File: src/rtl/pipe_pkg.sv
// Shared defaults, LFSR constants and frame type for the pipe scroller.
package pipe_pkg;

    localparam int unsigned ROWS_DEF     = 16;
    localparam int unsigned COLS_DEF     = 16;
    localparam int unsigned GAP_DEF      = 4;
    localparam int unsigned SPACING_DEF  = 5;
    localparam int unsigned BIRD_COL_DEF = 2;

    localparam int unsigned LFSR_W = 8;

    // x^8+x^6+x^5+x^4+1, left-shifting Fibonacci form: feedback from bits 7,5,4,3
    localparam logic [LFSR_W-1:0] LFSR_SEED = 8'hA5;
    localparam logic [LFSR_W-1:0] LFSR_TAPS = 8'hB8;

    localparam int unsigned SCORE_W = 8;

    typedef logic [ROWS_DEF-1:0][COLS_DEF-1:0] frame_t;

endpackage

File: src/rtl/pipe_scroller_if.sv
// Bus between game control and the pipe scroller; score exists only when PIPE_SCORE_EN is defined.
interface pipe_scroller_if #(
    parameter int unsigned ROWS = pipe_pkg::ROWS_DEF,
    parameter int unsigned COLS = pipe_pkg::COLS_DEF
);
    localparam int unsigned RB = $clog2(ROWS);

    logic                      step_lvl;
    logic                      enable;
    logic [RB-1:0]             bird_row;
    logic [ROWS-1:0][COLS-1:0] pipes;
    logic                      step_pulse;
    logic                      collide;
`ifdef PIPE_SCORE_EN
    logic [pipe_pkg::SCORE_W-1:0] score;

    modport master (
        output step_lvl, enable, bird_row,
        input  pipes, step_pulse, collide, score
    );

    modport slave (
        input  step_lvl, enable, bird_row,
        output pipes, step_pulse, collide, score
    );
`else
    modport master (
        output step_lvl, enable, bird_row,
        input  pipes, step_pulse, collide
    );

    modport slave (
        input  step_lvl, enable, bird_row,
        output pipes, step_pulse, collide
    );
`endif

endinterface

File: src/rtl/pipe_lfsr.sv
// 8-bit Fibonacci LFSR that advances one state per strobe; supplies pipe gap positions.
module pipe_lfsr
    import pipe_pkg::*;
(
    input  logic              clk,
    input  logic              reset,
    input  logic              advance,
    output logic [LFSR_W-1:0] lfsr
);

    logic feedback_c;

    assign feedback_c = ^(lfsr & LFSR_TAPS);

    always_ff @(posedge clk) begin
        if (reset) begin
            lfsr <= LFSR_SEED;
        end else if (advance) begin
            lfsr <= {lfsr[LFSR_W-2:0], feedback_c};
        end
    end

endmodule

File: src/rtl/pipe_scroller.sv
// Scrolling pipe frame: step edge detect, left shift with LFSR-placed gaps, collision flag.
// Optional 8-bit saturating score counter when PIPE_SCORE_EN is defined.
module pipe_scroller
    import pipe_pkg::*;
#(
    parameter int unsigned ROWS     = ROWS_DEF,
    parameter int unsigned COLS     = COLS_DEF,
    parameter int unsigned GAP      = GAP_DEF,
    parameter int unsigned SPACING  = SPACING_DEF,
    parameter int unsigned BIRD_COL = BIRD_COL_DEF
) (
    input  logic          clk,
    input  logic          reset,
    pipe_scroller_if.slave bus
);

    localparam int unsigned RB  = $clog2(ROWS);
    localparam int unsigned SCW = 4;

    if (ROWS < 8 || (ROWS & (ROWS - 1)) != 0) begin : g_bad_rows
        $error("pipe_scroller: ROWS must be a power of two, at least 8");
    end
    if (SPACING < 2 || SPACING > 15) begin : g_bad_spacing
        $error("pipe_scroller: SPACING must lie in 2..15");
    end
    if (BIRD_COL < 1 || BIRD_COL > COLS - 2) begin : g_bad_bird_col
        $error("pipe_scroller: BIRD_COL must lie in 1..COLS-2");
    end
    if (GAP == 0 || GAP >= ROWS) begin : g_bad_gap
        $error("pipe_scroller: GAP must lie in 1..ROWS-1");
    end

    logic                      step_q;
    logic                      step_pulse_c;
    logic                      accept_c;
    logic                      spawn_c;
    logic [SCW-1:0]            space_cnt;
    logic [LFSR_W-1:0]         lfsr;
    logic [RB-1:0]             gap_raw_c;
    logic [RB-1:0]             gap_top_c;
    logic [ROWS-1:0]           new_col_c;
    logic [ROWS-1:0][COLS-1:0] pipes_q;
    logic [ROWS-1:0][COLS-1:0] pipes_d;
    logic                      collide_q;
    logic                      unused_lfsr;

    // Reset masks the strobe so nothing reads as a step while reset is held.
    assign step_pulse_c = bus.step_lvl & ~step_q & ~reset;
    assign accept_c     = step_pulse_c & bus.enable & ~collide_q;
    assign spawn_c      = (space_cnt == SCW'(SPACING - 1));

    always_ff @(posedge clk) begin
        if (reset) begin
            step_q <= 1'b0;
        end else begin
            step_q <= bus.step_lvl;
        end
    end

    always_ff @(posedge clk) begin
        if (reset) begin
            space_cnt <= '0;
        end else if (accept_c) begin
            space_cnt <= spawn_c ? '0 : space_cnt + SCW'(1);
        end
    end

    pipe_lfsr u_lfsr (
        .clk     (clk),
        .reset   (reset),
        .advance (accept_c),
        .lfsr    (lfsr)
    );

    // Only the low bits place the gap; fold the rest so the whole word is consumed.
    assign unused_lfsr = ^lfsr;
    assign gap_raw_c   = lfsr[RB-1:0];
    assign gap_top_c   = (32'(gap_raw_c) <= ROWS - GAP) ? gap_raw_c : gap_raw_c - RB'(GAP);

    // Incoming right-hand column: solid except the gap on a spawn step, blank otherwise.
    always_comb begin
        new_col_c = '0;
        if (spawn_c) begin
            for (int unsigned r = 0; r < ROWS; r++) begin
                new_col_c[r] = (r < 32'(gap_top_c)) || (r >= 32'(gap_top_c) + GAP);
            end
        end
    end

    always_comb begin
        pipes_d = pipes_q;
        if (accept_c) begin
            for (int unsigned r = 0; r < ROWS; r++) begin
                pipes_d[r] = {new_col_c[r], pipes_q[r][COLS-1:1]};
            end
        end
    end

    always_ff @(posedge clk) begin
        if (reset) begin
            pipes_q <= '0;
        end else begin
            pipes_q <= pipes_d;
        end
    end

    // Sticky until reset; sampled from the frame currently on display.
    always_ff @(posedge clk) begin
        if (reset) begin
            collide_q <= 1'b0;
        end else begin
            collide_q <= collide_q | pipes_q[bus.bird_row][BIRD_COL];
        end
    end

    assign bus.pipes      = pipes_q;
    assign bus.step_pulse = step_pulse_c;
    assign bus.collide    = collide_q;

`ifdef PIPE_SCORE_EN
    logic [SCORE_W-1:0] score_q;
    logic [ROWS-1:0]    bird_col_c;

    always_comb begin
        bird_col_c = '0;
        for (int unsigned r = 0; r < ROWS; r++) begin
            bird_col_c[r] = pipes_q[r][BIRD_COL];
        end
    end

    // A pipe counts as passed when it leaves the bird column on an accepted step.
    always_ff @(posedge clk) begin
        if (reset) begin
            score_q <= '0;
        end else if (accept_c && (|bird_col_c) && (score_q != {SCORE_W{1'b1}})) begin
            score_q <= score_q + SCORE_W'(1);
        end
    end

    assign bus.score = score_q;
`endif

endmodule

File: src/flat_wrapper.sv
// flat-port wrapper written by rule: the top's interface ports become plain ports
module pipe_scroller_flat import pipe_pkg::*;
#(
    parameter int unsigned ROWS     = ROWS_DEF,
    parameter int unsigned COLS     = COLS_DEF,
    parameter int unsigned GAP      = GAP_DEF,
    parameter int unsigned SPACING  = SPACING_DEF,
    parameter int unsigned BIRD_COL = BIRD_COL_DEF
)
  (clk, reset, bus_step_lvl, bus_enable, bus_bird_row, bus_pipes, bus_step_pulse, bus_collide);
  pipe_scroller_if #(.ROWS(ROWS), .COLS(COLS)) bus_i ();
  input  logic clk;
  input  logic reset;
  input wire logic [$bits(bus_i.step_lvl)-1:0] bus_step_lvl;
  input wire logic [$bits(bus_i.enable)-1:0] bus_enable;
  input wire logic [$bits(bus_i.bird_row)-1:0] bus_bird_row;
  output wire logic [$bits(bus_i.pipes)-1:0] bus_pipes;
  output wire logic [$bits(bus_i.step_pulse)-1:0] bus_step_pulse;
  output wire logic [$bits(bus_i.collide)-1:0] bus_collide;
  assign bus_i.step_lvl = bus_step_lvl;
  assign bus_i.enable = bus_enable;
  assign bus_i.bird_row = bus_bird_row;
  assign bus_pipes = bus_i.pipes;
  assign bus_step_pulse = bus_i.step_pulse;
  assign bus_collide = bus_i.collide;
  pipe_scroller #(.ROWS(ROWS), .COLS(COLS), .GAP(GAP), .SPACING(SPACING), .BIRD_COL(BIRD_COL)) u_core (.clk(clk), .reset(reset), .bus(bus_i));
endmodule
File: config.mk
export PLATFORM = sky130hd
export DESIGN_NAME = pipe_scroller_flat
export DESIGN_NICKNAME = d
export VERILOG_FILES = /design/src/rtl/pipe_pkg.sv /design/src/rtl/pipe_scroller_if.sv /design/src/rtl/pipe_lfsr.sv /design/src/rtl/pipe_scroller.sv /design/src/flat_wrapper.sv
export SDC_FILE = /design/constraint.sdc
export NUM_CORES = 1
export LEC_CHECK = 0
export CORE_MARGIN = 1.5
export CORE_UTILIZATION = 46
export CTS_CLUSTER_DIAMETER = 80
export CTS_CLUSTER_SIZE = 30
export DETAILED_ROUTE_END_ITERATION = 6
export PLACE_DENSITY = 0.79
export SLEW_MARGIN = 20
export SYNTH_ARGS = -nofsm -noshare
export SYNTH_HDL_FRONTEND = slang
export SYNTH_SLANG_ARGS = --single-unit
File: constraint.sdc
create_clock -name clk -period 2.6 [get_ports clk]
set_input_delay 0.39 -clock clk [delete_from_list [all_inputs] [get_ports clk]]
set_output_delay 0.39 -clock clk [all_outputs]
set_load 0.01 [all_outputs]
==> flow_summary.toml <==
[status]
outcome = "completed"

[job]
maxCapViolations = 0

[setup_path]
reg2reg_depth = 8
r2r-end = "u_core.bus.pipes[255]$_SDFFE_PP0P_"
end_kind = "register"
crit_start = "u_core.u_lfsr.lfsr[3]$_SDFFE_PP0P_"
start_kind = "register"
path_max_fanout = 12
r2r_slack_ps = 200
regToRegStartpoint = "u_core.u_lfsr.lfsr[3]$_SDFFE_PP0P_"
worst_ep_arrival_time_ps = 2820
critPathKind = "reg2reg"
crit_end = "u_core.bus.pipes[255]$_SDFFE_PP0P_"
cp.required_ps = 3030

[timing]
rsz0062_at_grt = "no"
fmax_ghz = 0.418
skew_ps = 25.5
timing.final.crit_period_ps = 2400
worstMarginPinSlew_ps = 999
relSlewSlack = 0.334
finalCritPeriodShare = 0.921
hold_viol_final = 0
fin_tns_setup_ps = 0
maxSlewViolCount = 0
setup_viol = 0

[synthesis]
synth_edf_count = 0
yosysWarnings = 0
ys_top_cells_by_area = "dfxtp_1 (54%), nand2_1 (19%), a21oi_1 (13%), clkbuf_1 (2.2%), buf_2 (1.6%)"
synth_area_leader_cell = "dfxtp_1"
synth-simple-area-share = 0.225
synthAdderAreaFrac = 0.0111
synth_nets = 1254
synth-xor-area-share = 0.00618
synth_compound_area_frac = 0.153
syn_avg_cell_area_sq_um = 8.01
synth_area_sq_um = 9920
muxShareOfSynthArea = 0.0154
yosys_most_used_dff = "dfxtp_1"
yosys.cell_count.top_type = "nand2_1"
yosysUniqueCellTypes = 52
synth_top_family_by_area = "simple AND/OR/NAND/NOR gates"
synth_common_cells = "nand2_1 (505), dfxtp_1 (270), a21oi_1 (261)"
ys_seq_area_frac = 0.545
syn_inst = 1238
synth_seq_cells = 270
synthDominantCellAreaShare = 0.545
postSynth.asyncResetShare = 0

[detailed_routing]
drtIter0Drc = 742
vias = 9024
drc_errors = 0
wl_per_cell_um = 16.5
wl_um = 28400
ant_nets = 0
via_per_inst = 5.25
dr.pass1.iters = 5

[grt]
grt_usage = 0.244
grt_pass1_wl_um = 44000
grt_pass1_vias = 8073
antenna_found_initial = 0
grt_max_degree = 173
grt_overflow = 0

[place]
globalplace.congestion = 0.855
dp_hpwl_um = 19700
port_buffers = 265

[cts]
htree_num_levels = 1
clock_latency_ps = 490
postCtsHoldBufs = 0
cts_inserted_buffers = 14
cts_tree = "yes"
cts_setup_buffers = 0
postCtsResizedCells = 0
clockBufferDepth = 3
cts_root_buf = "clkbuf_16"
cts.sinks = 270
cts.clk_slew.worst_paths_ps = 120

[die]
chipWidth_um = 150
dieArea_sq_um = 22500
die_h_um = 150
rows = 53
initial_utilization = 0.470
ios = 266
core_sq_um = 21100

[final_layout]
num_antenna_cells = 0
syn_to_final_growth_pct = 33.3
final_nets = 1456
layout-drive-gt1-share = 0.0353

[worst_hold_path]
min_path_type = "in2reg"

[power_and_ir_drop]
design_power_total_mw = 7.03
ir_drop_uv = 514
power.density_nw_per_um2 = 532
leakagePower_nw = 4.22
critical path, stage by stage, from the launching register on:
cell	delay, ps
dfxtp_1	610
inv_1	200
ha_1	430
nor2b_1	130
a22oi_1	240
inv_1	70
ha_1	170
or3_1	360
a21oi_1	140
cell usage in the layout, fill, tap and decap left out, types with 2 or more instances in the layout:
master,netlist,layout
a211o_1,3,3
a21oi_1,261,261
a311oi_1,2,2
buf_12,0,9
buf_4,5,7
clkbuf_16,0,15
clkdlybuf4s50_1,0,264
clkinv_4,0,2
dfxtp_1,270,270
ha_1,8,8
inv_1,9,9
mux2i_1,4,4
mux4_2,5,5
nand2_1,505,505
nand2b_1,2,2
nand3_1,3,3
nand3b_1,9,9
nor2_1,7,7
nor2b_1,4,4
nor3_1,3,3
nor3b_1,2,2
o211ai_1,3,3
o21ai_0,4,4
o22ai_1,3,3
or3_1,2,2
xnor2_1,6,6
final cells by class:
| class | instances | area (sq um) |
|---|---|---|
| tap | 275 | 344 |
| inverter | 9 | 33.8 |
| timing repair buffer | 281 | 2890 |
| multi-input combinational | 864 | 4070 |
| fill | 1848 | 7870 |
| clock buffer | 15 | 375 |
| clock inverter | 6 | 103 |
| sequential | 270 | 5410 |
layer usage:
layer  GRT usage  vias up  share of wire
met5           0        -              0
met4      0.0627        0          0.022
met3      0.0613       41          0.083
met2       0.390      317           0.47
met1       0.328     4235           0.43
li1            -     4431              -
per-stage QoR:
stage	hold WS (ps)	std cells	cell area, sq um	setup WS (ps)	util
global route	304	1720	13200	75.2	0.627
global placement	442	1699	12700	308	0.604
finish	290	1720	13200	205	0.627
detailed placement	447	1699	12700	248	0.604
CTS	282	1720	13200	240	0.627
floorplan	437	1238	9920	438	-
cell families (layout without fill, tap and decap cells):
logic type / after synthesis / count (layout)
adder cells (fa/ha/maj): 9 / 9
AO/OA/AOI/OAI: 288 / 288
XOR/XNOR: 7 / 7
multiplexers: 9 / 9
flip-flops: 270 / 270
buffers and inverters: 104 / 311
AND/OR/NAND/NOR: 551 / 551
how the worst min path moves through the flow:
stage / start / to / slack (ps) / cells past startpoint
2_1_floorplan: u_core.u_lfsr.lfsr[6]$_SDFFE_PP0P_ / u_core.u_lfsr.lfsr[6]$_SDFFE_PP0P_ / 440 / 2
3_3_place_gp: u_core.bus.pipes[208]$_SDFFE_PP0P_ / u_core.bus.pipes[208]$_SDFFE_PP0P_ / 440 / 2
3_5_place_dp: u_core.bus.pipes[0]$_SDFFE_PP0P_ / u_core.bus.pipes[0]$_SDFFE_PP0P_ / 450 / 2
4_1_cts: reset / u_core.bus.pipes[223]$_SDFFE_PP0P_ / 280 / 4
5_1_grt: reset / u_core.bus.pipes[159]$_SDFFE_PP0P_ / 300 / 4
6_report: reset / u_core.bus.pipes[159]$_SDFFE_PP0P_ / 290 / 4
sequential cells by signal, summed over array words and instances (netlist names):
register            flops
u_core.bus.pipes      256
u_core.bus.collide      1
u_core.u_lfsr.lfsr      8
u_core.step_q           1
u_core.space_cnt        4
where the power goes:
part,internal [mW],total (mW),switching [mW]
clock,1.20,2.61,1.41
sequential,4.14,4.15,0.0121
combinational,0.0709,0.266,0.195
total,5.42,7.03,1.62
Note: power is estimated with default switching activity, not from simulation.
